<file path="src/rtl/mesi_snoop_ctrl_if.sv">
// Bus-side interface of the MESI snoop controller: snoop request/response,
// memory write-back handshake and the processor-side local line update port.
// The master modport is the bus/processor side, the slave modport is the
// controller itself.
interface mesi_snoop_ctrl_if #(
  parameter int NUM_LINES = 4,
  parameter int TAG_W     = 8
);
  localparam int IDX_W  = $clog2(NUM_LINES);
  localparam int ADDR_W = TAG_W + IDX_W;

  logic              SnoopValid;
  logic              SnoopReady;
  logic [1:0]        SnoopOp;
  logic [ADDR_W-1:0] SnoopAddr;
  logic              SnoopDone;
  logic              SnoopHit;
  logic              WbReq;
  logic [ADDR_W-1:0] WbAddr;
  logic              WbAck;
  logic              LocalWe;
  logic [IDX_W-1:0]  LocalIdx;
  logic [TAG_W-1:0]  LocalTag;
  logic [1:0]        LocalState;
  logic              LocalReady;

  modport master (
    output SnoopValid, SnoopOp, SnoopAddr, WbAck,
           LocalWe, LocalIdx, LocalTag, LocalState,
    input  SnoopReady, SnoopDone, SnoopHit, WbReq, WbAddr, LocalReady
  );

  modport slave (
    input  SnoopValid, SnoopOp, SnoopAddr, WbAck,
           LocalWe, LocalIdx, LocalTag, LocalState,
    output SnoopReady, SnoopDone, SnoopHit, WbReq, WbAddr, LocalReady
  );
endinterface

</file>
<file path="src/rtl/mesi_snoop_ctrl.sv">
// Snoop-side MESI controller for a direct-mapped cache of NUM_LINES lines.
// Holds per-line tag and MESI state, serves one bus snoop at a time
// (IDLE -> LOOKUP -> [WB] -> RESP) and accepts processor-side line updates
// on any line not owned by the snoop in flight.
// Optional hit / write-back counters: define MESI_SNOOP_STATS_EN.
module mesi_snoop_ctrl #(
  parameter int NUM_LINES = 4,
  parameter int TAG_W     = 8
) (
  input logic Clock,
  input logic Reset,
  mesi_snoop_ctrl_if.slave bus
`ifdef MESI_SNOOP_STATS_EN
  ,
  output logic [15:0] HitCount,
  output logic [15:0] WbCount
`endif
);
  localparam int IDX_W  = $clog2(NUM_LINES);
  localparam int ADDR_W = TAG_W + IDX_W;

  // MESI line states
  localparam logic [1:0] MESI_E = 2'b00;
  localparam logic [1:0] MESI_I = 2'b01;
  localparam logic [1:0] MESI_S = 2'b10;
  localparam logic [1:0] MESI_M = 2'b11;

  // Snoop opcodes; 00 is illegal and behaves as a miss
  localparam logic [1:0] OP_NONE = 2'b00;
  localparam logic [1:0] OP_RD   = 2'b01;
  localparam logic [1:0] OP_WR   = 2'b10;
  localparam logic [1:0] OP_INV  = 2'b11;

  // Controller FSM states
  localparam logic [1:0] ST_IDLE   = 2'd0;
  localparam logic [1:0] ST_LOOKUP = 2'd1;
  localparam logic [1:0] ST_WB     = 2'd2;
  localparam logic [1:0] ST_RESP   = 2'd3;

  logic [1:0]       fsmState;
  logic [1:0]       latOp;
  logic [TAG_W-1:0] latTag;
  logic [IDX_W-1:0] latIdx;
  logic             hitReg;

  logic [TAG_W-1:0] lineTag   [NUM_LINES];
  logic [1:0]       lineState [NUM_LINES];

  logic       lookupHit;
  logic       needWb;
  logic       applyUpdate;
  logic [1:0] nextMesi;

  // Hit detection and next MESI state for the latched snoop line
  always_comb begin
    // NOTE: every always_comb output gets a default first so no path leaves it unassigned (no latch).
    nextMesi    = lineState[latIdx];
    lookupHit   = (latOp != OP_NONE) && (lineTag[latIdx] == latTag) &&
                  (lineState[latIdx] != MESI_I);
    needWb      = lookupHit && (lineState[latIdx] == MESI_M) &&
                  ((latOp == OP_RD) || (latOp == OP_WR));
    applyUpdate = ((fsmState == ST_LOOKUP) && lookupHit && !needWb) ||
                  ((fsmState == ST_WB) && bus.WbAck);
    case (latOp)
      OP_RD:         nextMesi = MESI_S;
      OP_WR, OP_INV: nextMesi = MESI_I;
      default:       nextMesi = lineState[latIdx];
    endcase
  end

  assign bus.SnoopReady = (fsmState == ST_IDLE);
  assign bus.SnoopDone  = (fsmState == ST_RESP);
  assign bus.SnoopHit   = (fsmState == ST_RESP) && hitReg;
  assign bus.WbReq      = (fsmState == ST_WB);
  assign bus.WbAddr     = {latTag, latIdx};
  // The line owned by an in-flight snoop is locked against local updates
  assign bus.LocalReady = (fsmState == ST_IDLE) || (bus.LocalIdx != latIdx);

  // Snoop sequencing: accept, look up, optional write-back, respond
  always_ff @(posedge Clock) begin
    if (Reset) begin
      // NOTE: sequential state is assigned with <= so every flop samples pre-edge values.
      fsmState <= ST_IDLE;
      latOp    <= OP_NONE;
      latTag   <= '0;
      latIdx   <= '0;
      hitReg   <= 1'b0;
    end else begin
      case (fsmState)
        ST_IDLE: begin
          if (bus.SnoopValid) begin
            latOp    <= bus.SnoopOp;
            latTag   <= bus.SnoopAddr[ADDR_W-1:IDX_W];
            latIdx   <= bus.SnoopAddr[IDX_W-1:0];
            fsmState <= ST_LOOKUP;
          end
        end
        ST_LOOKUP: begin
          hitReg   <= lookupHit;
          fsmState <= needWb ? ST_WB : ST_RESP;
        end
        ST_WB: begin
          if (bus.WbAck) fsmState <= ST_RESP;
        end
        default: fsmState <= ST_IDLE;
      endcase
    end
  end

  // Line tag/state storage: local updates and snoop transitions
  always_ff @(posedge Clock) begin
    if (Reset) begin
      // NOTE: the line array is reset explicitly because every line must start Invalid with tag 0.
      for (int i = 0; i < NUM_LINES; i++) begin
        lineTag[i]   <= '0;
        lineState[i] <= MESI_I;
      end
    end else begin
      if (bus.LocalWe && bus.LocalReady) begin
        lineTag[bus.LocalIdx]   <= bus.LocalTag;
        lineState[bus.LocalIdx] <= bus.LocalState;
      end
      if (applyUpdate) lineState[latIdx] <= nextMesi;
    end
  end

`ifdef MESI_SNOOP_STATS_EN
  // Saturating hit and write-back counters
  always_ff @(posedge Clock) begin
    if (Reset) begin
      HitCount <= '0;
      WbCount  <= '0;
    end else begin
      if (bus.SnoopDone && bus.SnoopHit && (HitCount != 16'hFFFF))
        HitCount <= HitCount + 16'd1;
      if (bus.WbReq && bus.WbAck && (WbCount != 16'hFFFF))
        WbCount <= WbCount + 16'd1;
    end
  end
`endif

endmodule

</file>
<file path="src/flat_wrapper.sv">
// flat-port wrapper written by rule: the top's interface ports become plain ports
module mesi_snoop_ctrl_flat 
#(
  parameter int NUM_LINES = 4,
  parameter int TAG_W     = 8
)
  (Clock, Reset, bus_SnoopValid, bus_SnoopOp, bus_SnoopAddr, bus_WbAck, bus_LocalWe, bus_LocalIdx, bus_LocalTag, bus_LocalState, bus_SnoopReady, bus_SnoopDone, bus_SnoopHit, bus_WbReq, bus_WbAddr, bus_LocalReady);
  mesi_snoop_ctrl_if #(.NUM_LINES(NUM_LINES), .TAG_W(TAG_W)) bus_i ();
  input logic Clock;
  input logic Reset;
  input wire logic [$bits(bus_i.SnoopValid)-1:0] bus_SnoopValid;
  input wire logic [$bits(bus_i.SnoopOp)-1:0] bus_SnoopOp;
  input wire logic [$bits(bus_i.SnoopAddr)-1:0] bus_SnoopAddr;
  input wire logic [$bits(bus_i.WbAck)-1:0] bus_WbAck;
  input wire logic [$bits(bus_i.LocalWe)-1:0] bus_LocalWe;
  input wire logic [$bits(bus_i.LocalIdx)-1:0] bus_LocalIdx;
  input wire logic [$bits(bus_i.LocalTag)-1:0] bus_LocalTag;
  input wire logic [$bits(bus_i.LocalState)-1:0] bus_LocalState;
  output wire logic [$bits(bus_i.SnoopReady)-1:0] bus_SnoopReady;
  output wire logic [$bits(bus_i.SnoopDone)-1:0] bus_SnoopDone;
  output wire logic [$bits(bus_i.SnoopHit)-1:0] bus_SnoopHit;
  output wire logic [$bits(bus_i.WbReq)-1:0] bus_WbReq;
  output wire logic [$bits(bus_i.WbAddr)-1:0] bus_WbAddr;
  output wire logic [$bits(bus_i.LocalReady)-1:0] bus_LocalReady;
  assign bus_i.SnoopValid = bus_SnoopValid;
  assign bus_i.SnoopOp = bus_SnoopOp;
  assign bus_i.SnoopAddr = bus_SnoopAddr;
  assign bus_i.WbAck = bus_WbAck;
  assign bus_i.LocalWe = bus_LocalWe;
  assign bus_i.LocalIdx = bus_LocalIdx;
  assign bus_i.LocalTag = bus_LocalTag;
  assign bus_i.LocalState = bus_LocalState;
  assign bus_SnoopReady = bus_i.SnoopReady;
  assign bus_SnoopDone = bus_i.SnoopDone;
  assign bus_SnoopHit = bus_i.SnoopHit;
  assign bus_WbReq = bus_i.WbReq;
  assign bus_WbAddr = bus_i.WbAddr;
  assign bus_LocalReady = bus_i.LocalReady;
  mesi_snoop_ctrl #(.NUM_LINES(NUM_LINES), .TAG_W(TAG_W)) u_core (.Clock(Clock), .Reset(Reset), .bus(bus_i));
endmodule
</file>
<file path="config.mk">
export PLATFORM = sky130hd
export DESIGN_NAME = mesi_snoop_ctrl_flat
export DESIGN_NICKNAME = d
export VERILOG_FILES = /design/src/rtl/mesi_snoop_ctrl_if.sv /design/src/rtl/mesi_snoop_ctrl.sv /design/src/flat_wrapper.sv
export SDC_FILE = /design/constraint.sdc
export NUM_CORES = 1
export LEC_CHECK = 0
export ABC_AREA = 1
export BUFFER_PORTS_ARGS = -buffer_cell sky130_fd_sc_hd__buf_2
export CORE_MARGIN = 8
export CORE_UTILIZATION = 45
export DETAILED_ROUTE_END_ITERATION = 16
export PLACE_DENSITY_LB_ADDON = 0.25
export SETUP_SLACK_MARGIN = 0.5
export SLEW_MARGIN = 5
export SYNTH_ARGS = -nofsm -noshare
export SYNTH_HDL_FRONTEND = slang
export SYNTH_SLANG_ARGS = --single-unit
</file>
<file path="constraint.sdc">
create_clock -name Clock -period 2 [get_ports Clock]
set_clock_uncertainty 0.05 [all_clocks]
set_input_delay 0.1 -clock Clock [delete_from_list [all_inputs] [get_ports Clock]]
set_output_delay 0.1 -clock Clock [all_outputs]
set_load 0.05 [all_outputs]
</file>
==> flow_summary.json, run 1 <==
{
  "clockBufferDepth": 2,
  "portBuffers": 43,
  "yosysUniqueCellTypes": 22,
  "ios": 44,
  "synth_edf_count": 40,
  "root_buffer": "clkbuf_8",
  "path_clk_slew_ns": 0.07,
  "synth-xor-area-share": 0,
  "synthMuxAreaShare": 0,
  "grt_pass1_vias": 2718,
  "layout_min_cycle_time_ns": 2.04,
  "synth_top_area_frac": 0.408,
  "endpoint_kind": "flop",
  "antenna_found_initial": 0,
  "synthArstFlopShare": 0,
  "dp_hpwl_um": 5810,
  "hp-class": "primary input to flop",
  "power.density_nw_per_um2": 1060,
  "r2r-end": "u_core.lineState[0][0]$_DFFE_PP_",
  "yosysTopAreaCell": "edfxtp_1",
  "grt-ovfl-total": 0,
  "cts_buffers": 9,
  "drc_errors": 0,
  "synthTopCellsByArea": "edfxtp_1, nand2_1, dfxtp_1, nor2_1, nand3_1",
  "fp.dieW_um": 96.9,
  "first_pass_iters": 5,
  "worst_pin_slew_ns": 0.516,
  "synth_compound_area_frac": 0.0587,
  "htree_levels": 3,
  "tritoncts": "built",
  "syn_avg_cell_area_sq_um": 8.10,
  "finalMaxSlewViolations": 0,
  "relSlewSlack": 0.652,
  "synthesis.nets": 401,
  "rr_worst_depth": 11,
  "pre_cts_ws_ns": -0.00818,
  "grtUsageTotal": 0.172,
  "wire_per_inst_um": 16.3,
  "clk_latency_ns": 0.34,
  "netlist_instances": 363,
  "switching_share": 0.404,
  "p_switching_mw": 1.87,
  "arrival_ns": 2.05,
  "startpoint_type": "flop",
  "final-setup-viol-count": 16,
  "pwr-share-seq": 0.338,
  "routed_wl_um": 8590,
  "holdPathEnd": "u_core.latTag[6]$_SDFFE_PP0P_",
  "violations": "negative setup slack",
  "vias": 2832,
  "leakagePower_nw": 1.92,
  "synth-seq-cells": 57,
  "r2r_slack_ns": -0.04,
  "core_sq_um": 6350,
  "drt.antenna.violating_nets": 0,
  "diodes": 0,
  "fin_tns_setup_ns": -0.344,
  "status": "finished, violations left",
  "whs_path_depth": 3,
  "gp_congestion": 0.831,
  "seq_area_frac_synth": 0.524,
  "setup_ws_ns": -0.0376,
  "peakVddDrop_v": 0.000683,
  "core.rowCount": 29,
  "fp.dieH_um": 96.9,
  "fin_nets": 483,
  "hold_start": "bus_SnoopAddr[8]",
  "synth_top_family_by_area": "simple AND/OR/NAND/NOR gates",
  "grt_pass1_wl_um": 13000,
  "cts.sinks": 57,
  "synth_common_cells": "nand2_1, nor2_1, edfxtp_1",
  "synth_fa_ha_area_frac": 0.0383,
  "grt_max_degree": 25,
  "yosys_warnings": 0,
  "start_util": 0.463,
  "pwr-share-clk": 0.225,
  "hold_viol_final": 0,
  "yosys.area_share.simple": 0.299,
  "synth_area_sq_um": 2940,
  "p_int_mw": 2.76,
  "fillers": 473,
  "rsz0062_at_grt": "yes",
  "clock.fmax_mhz": 491,
  "cap_violations": 0,
  "dieArea_sq_um": 9380,
  "min_period_over_period": 1.02,
  "via_per_inst": 5.37,
  "yosysMostFrequentCell": "nand2_1",
  "combPwrFrac": 0.437,
  "critical_path_class": "flop to flop",
  "crit_fanout": 8,
  "drtIter0Drc": 177,
  "syn_to_final_growth_pct": 48.9,
  "synthFlopType": "edfxtp_1",
  "drive_above_1_share": 0.409,
  "cp.required_ns": 2.01
}
[what timing repair did]
action | 4_1_cts | 5_1_grt
setup buffers | 9 | 7
pin swaps | 4 | 4
hold endpoints to repair | 7 | 0
gates resized for setup | 21 | 109
gates cloned | 1 | 1
hold buffers | 6 | 0
endpoints found under the setup margin | 83 | 95
[metrics by stage]
step	instances	utilization	hold slack, ns	cell area (sq um)	total power [mW]
after CTS	519	0.615	0.00441	3900	4.34
after global placement	487	0.545	0.304	3460	3.14
after floorplan	363	-	0.112	3080	2.73
after global routing	527	0.690	0.0273	4380	4.88
final	527	0.690	0.0102	4380	4.64
after detailed placement	487	0.545	0.311	3460	3.18
[critical path, stage by stage (launching register included)]
cell and delay, ns:
dfxtp_4 0.38, inv_6 0.05, clkbuf_16 0.15, nand2_1 0.10
nand3_2 0.09, nand3b_1 0.10, nand4_1 0.15, nor2_2 0.15
nand4_1 0.14, nand2_4 0.17, nand3_2 0.11, nand3_2 0.10
[power by group through the flow]
stage,logic [mW],clock network [mW],registers (mW)
floorplan,1.00,0,1.73
global placement,1.56,0,1.58
detailed placement,1.59,0,1.59
CTS,1.73,1.05,1.56
global route,2.20,1.10,1.58
finish,2.02,1.04,1.57
[cells in the final DEF (no fill, tap or decap), drive strengths merged, types with 2 or more instances in the layout]
cell type,Yosys,routed
nand4,11,11
buf,9,78
clkbuf,5,12
a21oi,14,14
inv,41,42
nand2,105,105
nand3,38,38
o21ai,16,16
ha,9,9
dfxtp,17,17
nor2,52,52
edfxtp,40,40
nand3b,2,2
dlygate4sd3,0,6
clkinv,1,3
[routing by layer]
layer / GRT usage / share of wire / vias to the layer above
met5: 0 / 0 / -
met4: 0.0899 / 0.024 / 0
met3: 0.0356 / 0.058 / 20
met2: 0.280 / 0.50 / 116
met1: 0.208 / 0.42 / 1342
li1: - / - / 1354
[registers in the layout, indices dropped and copies added (netlist names), named ones only]
signal and flops:
u_core.latTag 8, u_core.latOp 2, u_core.hitReg 1, u_core.lineState 8
u_core.fsmState 2, u_core.lineTag 32, u_core.latIdx 2
[how the worst max path moves through the flow]
stage,start,to,cells past startpoint,slack [ns]
finish,flop,u_core.lineState[0][0]$_DFFE_PP_,11,-0.04
global route,flop,u_core.lineState[3][1]$_DFFE_PP_,12,-0.16
detailed placement,flop,u_core.lineState[2][1]$_DFFE_PP_,14,-0.008
floorplan,u_core.fsmState[1]$_SDFFE_PP0P_,u_core.lineTag[0][0]$_SDFFCE_PN0P_,11,-0.04
CTS,flop,u_core.lineState[1][1]$_DFFE_PP_,13,0.05
global placement,flop,u_core.lineState[2][0]$_DFFE_PP_,14,0.06
[layout make-up]
cell class,instances,area [sq um],area share
clock buffers,11,131,0.0300
clock inverters,5,56.3,0.0129
inverters,42,173,0.0394
multi-input cells,250,1620,0.370
flip-flops and latches,57,1560,0.356
well taps,77,96.3,0.0220
repair buffers,85,741,0.169
[logic make-up after synthesis]
logic type / Yosys count
compound gates: 33
fa+ha+maj: 9
simple gates: 208
flops: 57
buf+inv: 56
Note: power is estimated with default switching activity, not from simulation.
==> run 2: changes to the inputs <==
--- a/config.mk
+++ b/config.mk
@@ -9,6 +9,7 @@
 export BUFFER_PORTS_ARGS = -buffer_cell sky130_fd_sc_hd__buf_2
 export CORE_MARGIN = 8
 export CORE_UTILIZATION = 45
+export CTS_CLUSTER_DIAMETER = 150
 export DETAILED_ROUTE_END_ITERATION = 16
 export PLACE_DENSITY_LB_ADDON = 0.25
 export SETUP_SLACK_MARGIN = 0.5
==> constraint.sdc (replaced) <==
create_clock -name Clock -period 2.35 [get_ports Clock]
set_clock_uncertainty 0.05 [all_clocks]
set_input_delay 0.1175 -clock Clock [delete_from_list [all_inputs] [get_ports Clock]]
set_output_delay 0.1175 -clock Clock [all_outputs]
set_load 0.05 [all_outputs]
==> run 2 against run 1 <==
The flow now finishes without violations; clock power increased by 9%; sequential cell count unchanged; global-route usage increased by 0.21 points; combinational power decreased by 29%; register-to-register slack improved by 0.42 ns; clock-buffer cell count decreased by 1; largest cell class is now registers; largest power group unchanged; highest routed layer unchanged.
==> flow_summary.json, run 2 (synthesis gave the netlist of run 1 again) <==
{
  "max_stage_delay_ns": 0.38,
  "arrival_ns": 1.98,
  "cts.sinks": 57,
  "gr-max-usage-layer": "met2",
  "grt-ovfl-total": 0,
  "largest_reg_flops": 32,
  "vias": 2685,
  "cts_buffers": 9,
  "cap_violations": 0,
  "critPathTopFamily": "simple AND/OR/NAND/NOR gates",
  "whs_path_depth": 3,
  "pwr-share-seq": 0.344,
  "htree_levels": 3,
  "fin_nets": 463,
  "diodes": 0,
  "p_switching_mw": 1.49,
  "start_util": 0.463,
  "layout_min_cycle_time_ns": 1.97,
  "endpoint_kind": "flop",
  "antenna_found_initial": 0,
  "clockBufferDepth": 2,
  "pre_cts_ws_ns": 0.0741,
  "switching_share": 0.383,
  "rsz0062_at_grt": "yes",
  "drtIter0Drc": 133,
  "finalMaxSlewViolations": 0,
  "worst_pin_slew_ns": 0.622,
  "final-setup-viol-count": 0,
  "fp.dieW_um": 96.9,
  "placed_area_sq_um": 3370,
  "ios": 44,
  "r2r_slack_ns": 0.38,
  "portBuffers": 43,
  "fin_util": 0.612,
  "routed_wl_um": 8010,
  "peakVddDrop_v": 0.000581,
  "finalPower_mw": 3.90,
  "mostFrequentLayoutCell": "nand2_1",
  "core.rowCount": 29,
  "final_cell_mix": "nand2_1, nor2_1, buf_2",
  "power.density_nw_per_um2": 1000,
  "place_inst": 481,
  "fillers": 546,
  "cp.required_ns": 2.36,
  "wire_per_inst_um": 15.8,
  "status": "complete, no violations",
  "r2r-end": "u_core.lineState[3][1]$_DFFE_PP_",
  "pwr-share-clk": 0.290,
  "grt_pass1_vias": 2685,
  "drt.antenna.violating_nets": 0,
  "grtUsageTotal": 0.174,
  "grt_pass1_wl_um": 13200,
  "fin_tns_setup_ns": 0,
  "fin_area_sq_um": 3890,
  "holdPathEnd": "u_core.latTag[5]$_SDFFE_PP0P_",
  "drc_errors": 0,
  "combPwrFrac": 0.366,
  "relSlewSlack": 0.581,
  "path_clk_slew_ns": 0.07,
  "final_cells": 506,
  "drive_above_1_share": 0.312,
  "setup_ws_ns": 0.378,
  "gp_congestion": 0.849,
  "min_period_over_period": 0.839,
  "rr_worst_depth": 12,
  "p_int_mw": 2.41,
  "fp.dieH_um": 96.9,
  "dp_hpwl_um": 5630,
  "grt_use_met1": 0.210,
  "clk_latency_ns": 0.34,
  "dieArea_sq_um": 9380,
  "hold_viol_final": 0,
  "via_per_inst": 5.31,
  "crit_chain": "buf_8 > nand2_2 > nand3_2 > nand3_1 > nand2_1 > nor2_1 > nand2_1 > nor2_2 > nand4_1 > nand2_4 > nand3_2 > nand2_2",
  "clock.fmax_mhz": 507,
  "largest-register": "u_core.lineTag",
  "critical_path_class": "flop to flop",
  "startpoint_type": "flop",
  "grt_use_met2": 0.279,
  "fin_hold_ws_ns": 0.000768,
  "hold_start": "bus_SnoopAddr[7]",
  "first_pass_iters": 4,
  "hp-class": "primary input to flop",
  "use_met3": 0.0384,
  "tritoncts": "built",
  "largestRegisters": "u_core.lineTag x32, u_core.latTag x8, u_core.lineState x8",
  "root_buffer": "clkbuf_8",
  "cp_slowest_cell": "dfxtp_4",
  "syn_to_final_growth_pct": 32.2,
  "crit_fanout": 7,
  "cp_num_buf_inv": 1,
  "leakagePower_nw": 1.78,
  "grt_max_degree": 21,
  "core_sq_um": 6350
}
## run 2: worst max path at each step
| stage | start | slack (ns) | end | depth (start not counted) |
|---|---|---|---|---|
| after floorplan | u_core.fsmState[1]$_SDFFE_PP0P_ | 0.31 | u_core.lineTag[0][0]$_SDFFCE_PN0P_ | 11 |
| after global placement | flop | 0.16 | u_core.lineState[3][1]$_DFFE_PP_ | 13 |
| after detailed placement | flop | 0.07 | u_core.lineState[3][0]$_DFFE_PP_ | 13 |
| after CTS | flop | 0.38 | u_core.lineState[1][1]$_DFFE_PP_ | 13 |
| after global routing | flop | 0.22 | u_core.lineState[3][0]$_DFFE_PP_ | 14 |
| final | flop | 0.38 | u_core.lineState[3][1]$_DFFE_PP_ | 12 |
## run 2: layer usage
metal	wire [um]	vias to the layer above
li1	-	1307
met5	0	-
met2	3920	108
met3	584	13
met4	163	0
met1	3340	1257
## run 2: power groups by stage
stage / clock network (mW) / logic [mW] / registers [mW]
3_3_place_gp: 0 / 1.27 / 1.34
2_1_floorplan: 0 / 0.849 / 1.47
3_5_place_dp: 0 / 1.29 / 1.34
5_1_grt: 1.18 / 1.58 / 1.36
6_report: 1.13 / 1.43 / 1.34
4_1_cts: 1.14 / 1.39 / 1.34
## run 2: what timing repair did
item / CTS / global route
hold endpoints to repair: 3 / 0
setup buffers: 7 / 0
pin swaps: 10 / 6
endpoints found under the setup margin: 51 / 70
hold buffers: 2 / 0
gates cloned: 1 / 0
gates resized for setup: 32 / 22
## run 2: final cells by class
class / count / area [sq um] / area share
Clock buffer: 10 / 138 / 0.0354
Clock inverter: 5 / 104 / 0.0267
Inverter: 42 / 180 / 0.0463
Multi-Input combinational cell: 250 / 1410 / 0.361
Sequential cell: 57 / 1560 / 0.400
Tap cell: 77 / 96.3 / 0.0248
Timing Repair Buffer: 65 / 408 / 0.105
## run 2: worst reg2reg max path, delay by kind of cell (launching register included)
kind	cells	cell delay (ns)
flops	1	0.38
buf+inv	1	0.15
simple gates	11	1.10
==> run 3: changes to the inputs <==
==> constraint.sdc (replaced) <==
create_clock -name Clock -period 1.8 [get_ports Clock]
set_clock_uncertainty 0.05 [all_clocks]
set_input_delay 0.09 -clock Clock [delete_from_list [all_inputs] [get_ports Clock]]
set_output_delay 0.09 -clock Clock [all_outputs]
set_load 0.05 [all_outputs]
==> run 3 against run 2 <==
The run now ends with negative setup slack left; global-route usage grew 4.1 points; non-clock buffer count grew 46; die area is the same; largest cell class is now multi-input combinational cells.
==> flow_summary.json, run 3 (synthesis gave the netlist of run 1 again) <==
{
  "fin_nets": 510,
  "finalPower_mw": 6.33,
  "fin_hold_ws_ns": 0.0668,
  "max_stage_delay_ns": 0.39,
  "hp-class": "primary input to flop",
  "diodes": 0,
  "dieArea_sq_um": 9380,
  "clk_latency_ns": 0.35,
  "htree_levels": 3,
  "critical_path_class": "flop to flop",
  "dp_hpwl_um": 5640,
  "fin_tns_setup_ns": -7.48,
  "arrival_ns": 2.29,
  "grt-ovfl-total": 0,
  "layout_min_cycle_time_ns": 2.28,
  "final_cells": 554,
  "wire_per_inst_um": 19.9,
  "violations": "negative setup slack",
  "portBuffers": 43,
  "cp_slowest_cell": "dfxtp_4",
  "drive_above_1_share": 0.503,
  "drt.antenna.violating_nets": 0,
  "leakagePower_nw": 2.13,
  "core.rowCount": 29,
  "startpoint_type": "flop",
  "mostFrequentLayoutCell": "nand2_1",
  "largest_reg_flops": 32,
  "grt_pass1_wl_um": 16000,
  "endpoint_kind": "flop",
  "vias": 3128,
  "crit_chain": "buf_12 > buf_16 > nand2_1 > nand3_2 > nand3_1 > nand4_1 > nor2_4 > nand4_1 > nand2_4 > nand3_4 > nand3_2",
  "drc_errors": 0,
  "cts.sinks": 57,
  "ios": 44,
  "fp.dieW_um": 96.9,
  "setup_ws_ns": -0.480,
  "hold_viol_final": 0,
  "final_cell_mix": "nand2_1, edfxtp_1, buf_2",
  "syn_to_final_growth_pct": 66.8,
  "min_period_over_period": 1.27,
  "cts_buffers": 9,
  "largest-register": "u_core.lineTag",
  "cap_violations": 0,
  "peakVddDrop_v": 0.00119,
  "worst_pin_slew_ns": 0.390,
  "status": "finished, violations left",
  "root_buffer": "clkbuf_8",
  "gp_congestion": 0.893,
  "crit_fanout": 5,
  "clock.fmax_mhz": 439,
  "routed_wl_um": 11000,
  "grt_max_degree": 24,
  "path_clk_slew_ns": 0.06,
  "cp.required_ns": 1.81,
  "tritoncts": "built",
  "via_per_inst": 5.65,
  "clockBufferDepth": 2,
  "finalMaxSlewViolations": 0,
  "relSlewSlack": 0.740,
  "place_inst": 500,
  "power.density_nw_per_um2": 1290,
  "core_sq_um": 6350,
  "fp.dieH_um": 96.9,
  "rsz0062_at_grt": "yes",
  "r2r_slack_ns": -0.48,
  "antenna_found_initial": 0,
  "drtIter0Drc": 289,
  "largestRegisters": "u_core.lineTag x32, u_core.latTag x8, u_core.lineState x8",
  "fillers": 376,
  "pre_cts_ws_ns": -0.356,
  "grtUsageTotal": 0.215,
  "start_util": 0.463,
  "first_pass_iters": 5,
  "grt_pass1_vias": 3127,
  "final-setup-viol-count": 17
}
[run 3: cell types whose count changed in the layout (fill, tap and decap cells not counted), moves of 8 or more]
| cell | delta |
|---|---|
| nand3_1 | -10 |
| nor2_2 | +17 |
| dlygate4sd3_1 | +10 |
| buf_12 | +8 |
| nor2_1 | -25 |
| a21oi_1 | -8 |
| nand2_1 | -9 |
| nor2_4 | +8 |
| o21ai_0 | -10 |
| nand2_2 | +12 |
| buf_6 | +15 |
[run 3: worst paths after layout]
kind / start / to / depth (start not counted)
setup / recovery: flop / u_core.lineState[0][1]$_DFFE_PP_ / 11
hold / removal: bus_LocalTag[2] / u_core.lineTag[1][2]$_SDFFCE_PN0P_ / 3
setup reg to reg: flop / u_core.lineState[0][1]$_DFFE_PP_ / 11
hold reg to reg: u_core.hitReg$_SDFFE_PP0N_ / u_core.hitReg$_SDFFE_PP0N_ / 2
[run 3: layout make-up]
cell class              count  area, sq um  area share
multi-input cells         251         1740       0.355
flip-flops and latches     57         1560       0.319
repair buffers            111         1110       0.226
inverters                  42          200      0.0408
clock buffers              13          159      0.0324
well taps                  77         96.3      0.0196
clock inverters             3         38.8     0.00791
[run 3: routing by layer]
metal,up-vias,GRT usage,wire [um]
li1,1411,-,-
met1,1503,0.232,4190
met2,169,0.362,5420
met3,45,0.0469,852
met4,0,0.159,550
met5,-,0,0
[run 3: per-stage QoR]
stage / area, sq um / util
2_1_floorplan: 3090 / -
3_3_place_gp: 3550 / 0.559
5_1_grt: 4910 / 0.773
3_5_place_dp: 3550 / 0.559
6_report: 4910 / 0.773
4_1_cts: 4540 / 0.715
[run 3: critical path, delay by kind of cell, from the launching register on]
| family | cells | cell delay, ns |
|---|---|---|
| and+or+nand+nor | 9 | 1.26 |
| DFF | 1 | 0.39 |
| buffers and inverters | 2 | 0.28 |
[run 3: timing repair]
action | CTS | global route
endpoints found under the hold margin | 14 | 0
gates resized for setup | 131 | 66
pin swaps | 26 | 15
hold buffers | 12 | 0
endpoints found under the setup margin | 102 | 102
buffers inserted | 11 | 8
cloned | 6 | 1
[run 3: power by group]
group	switching, mW	internal (mW)
clock network	0.526	0.709
registers	0.162	1.60
logic	1.90	1.43
total	2.58	3.74
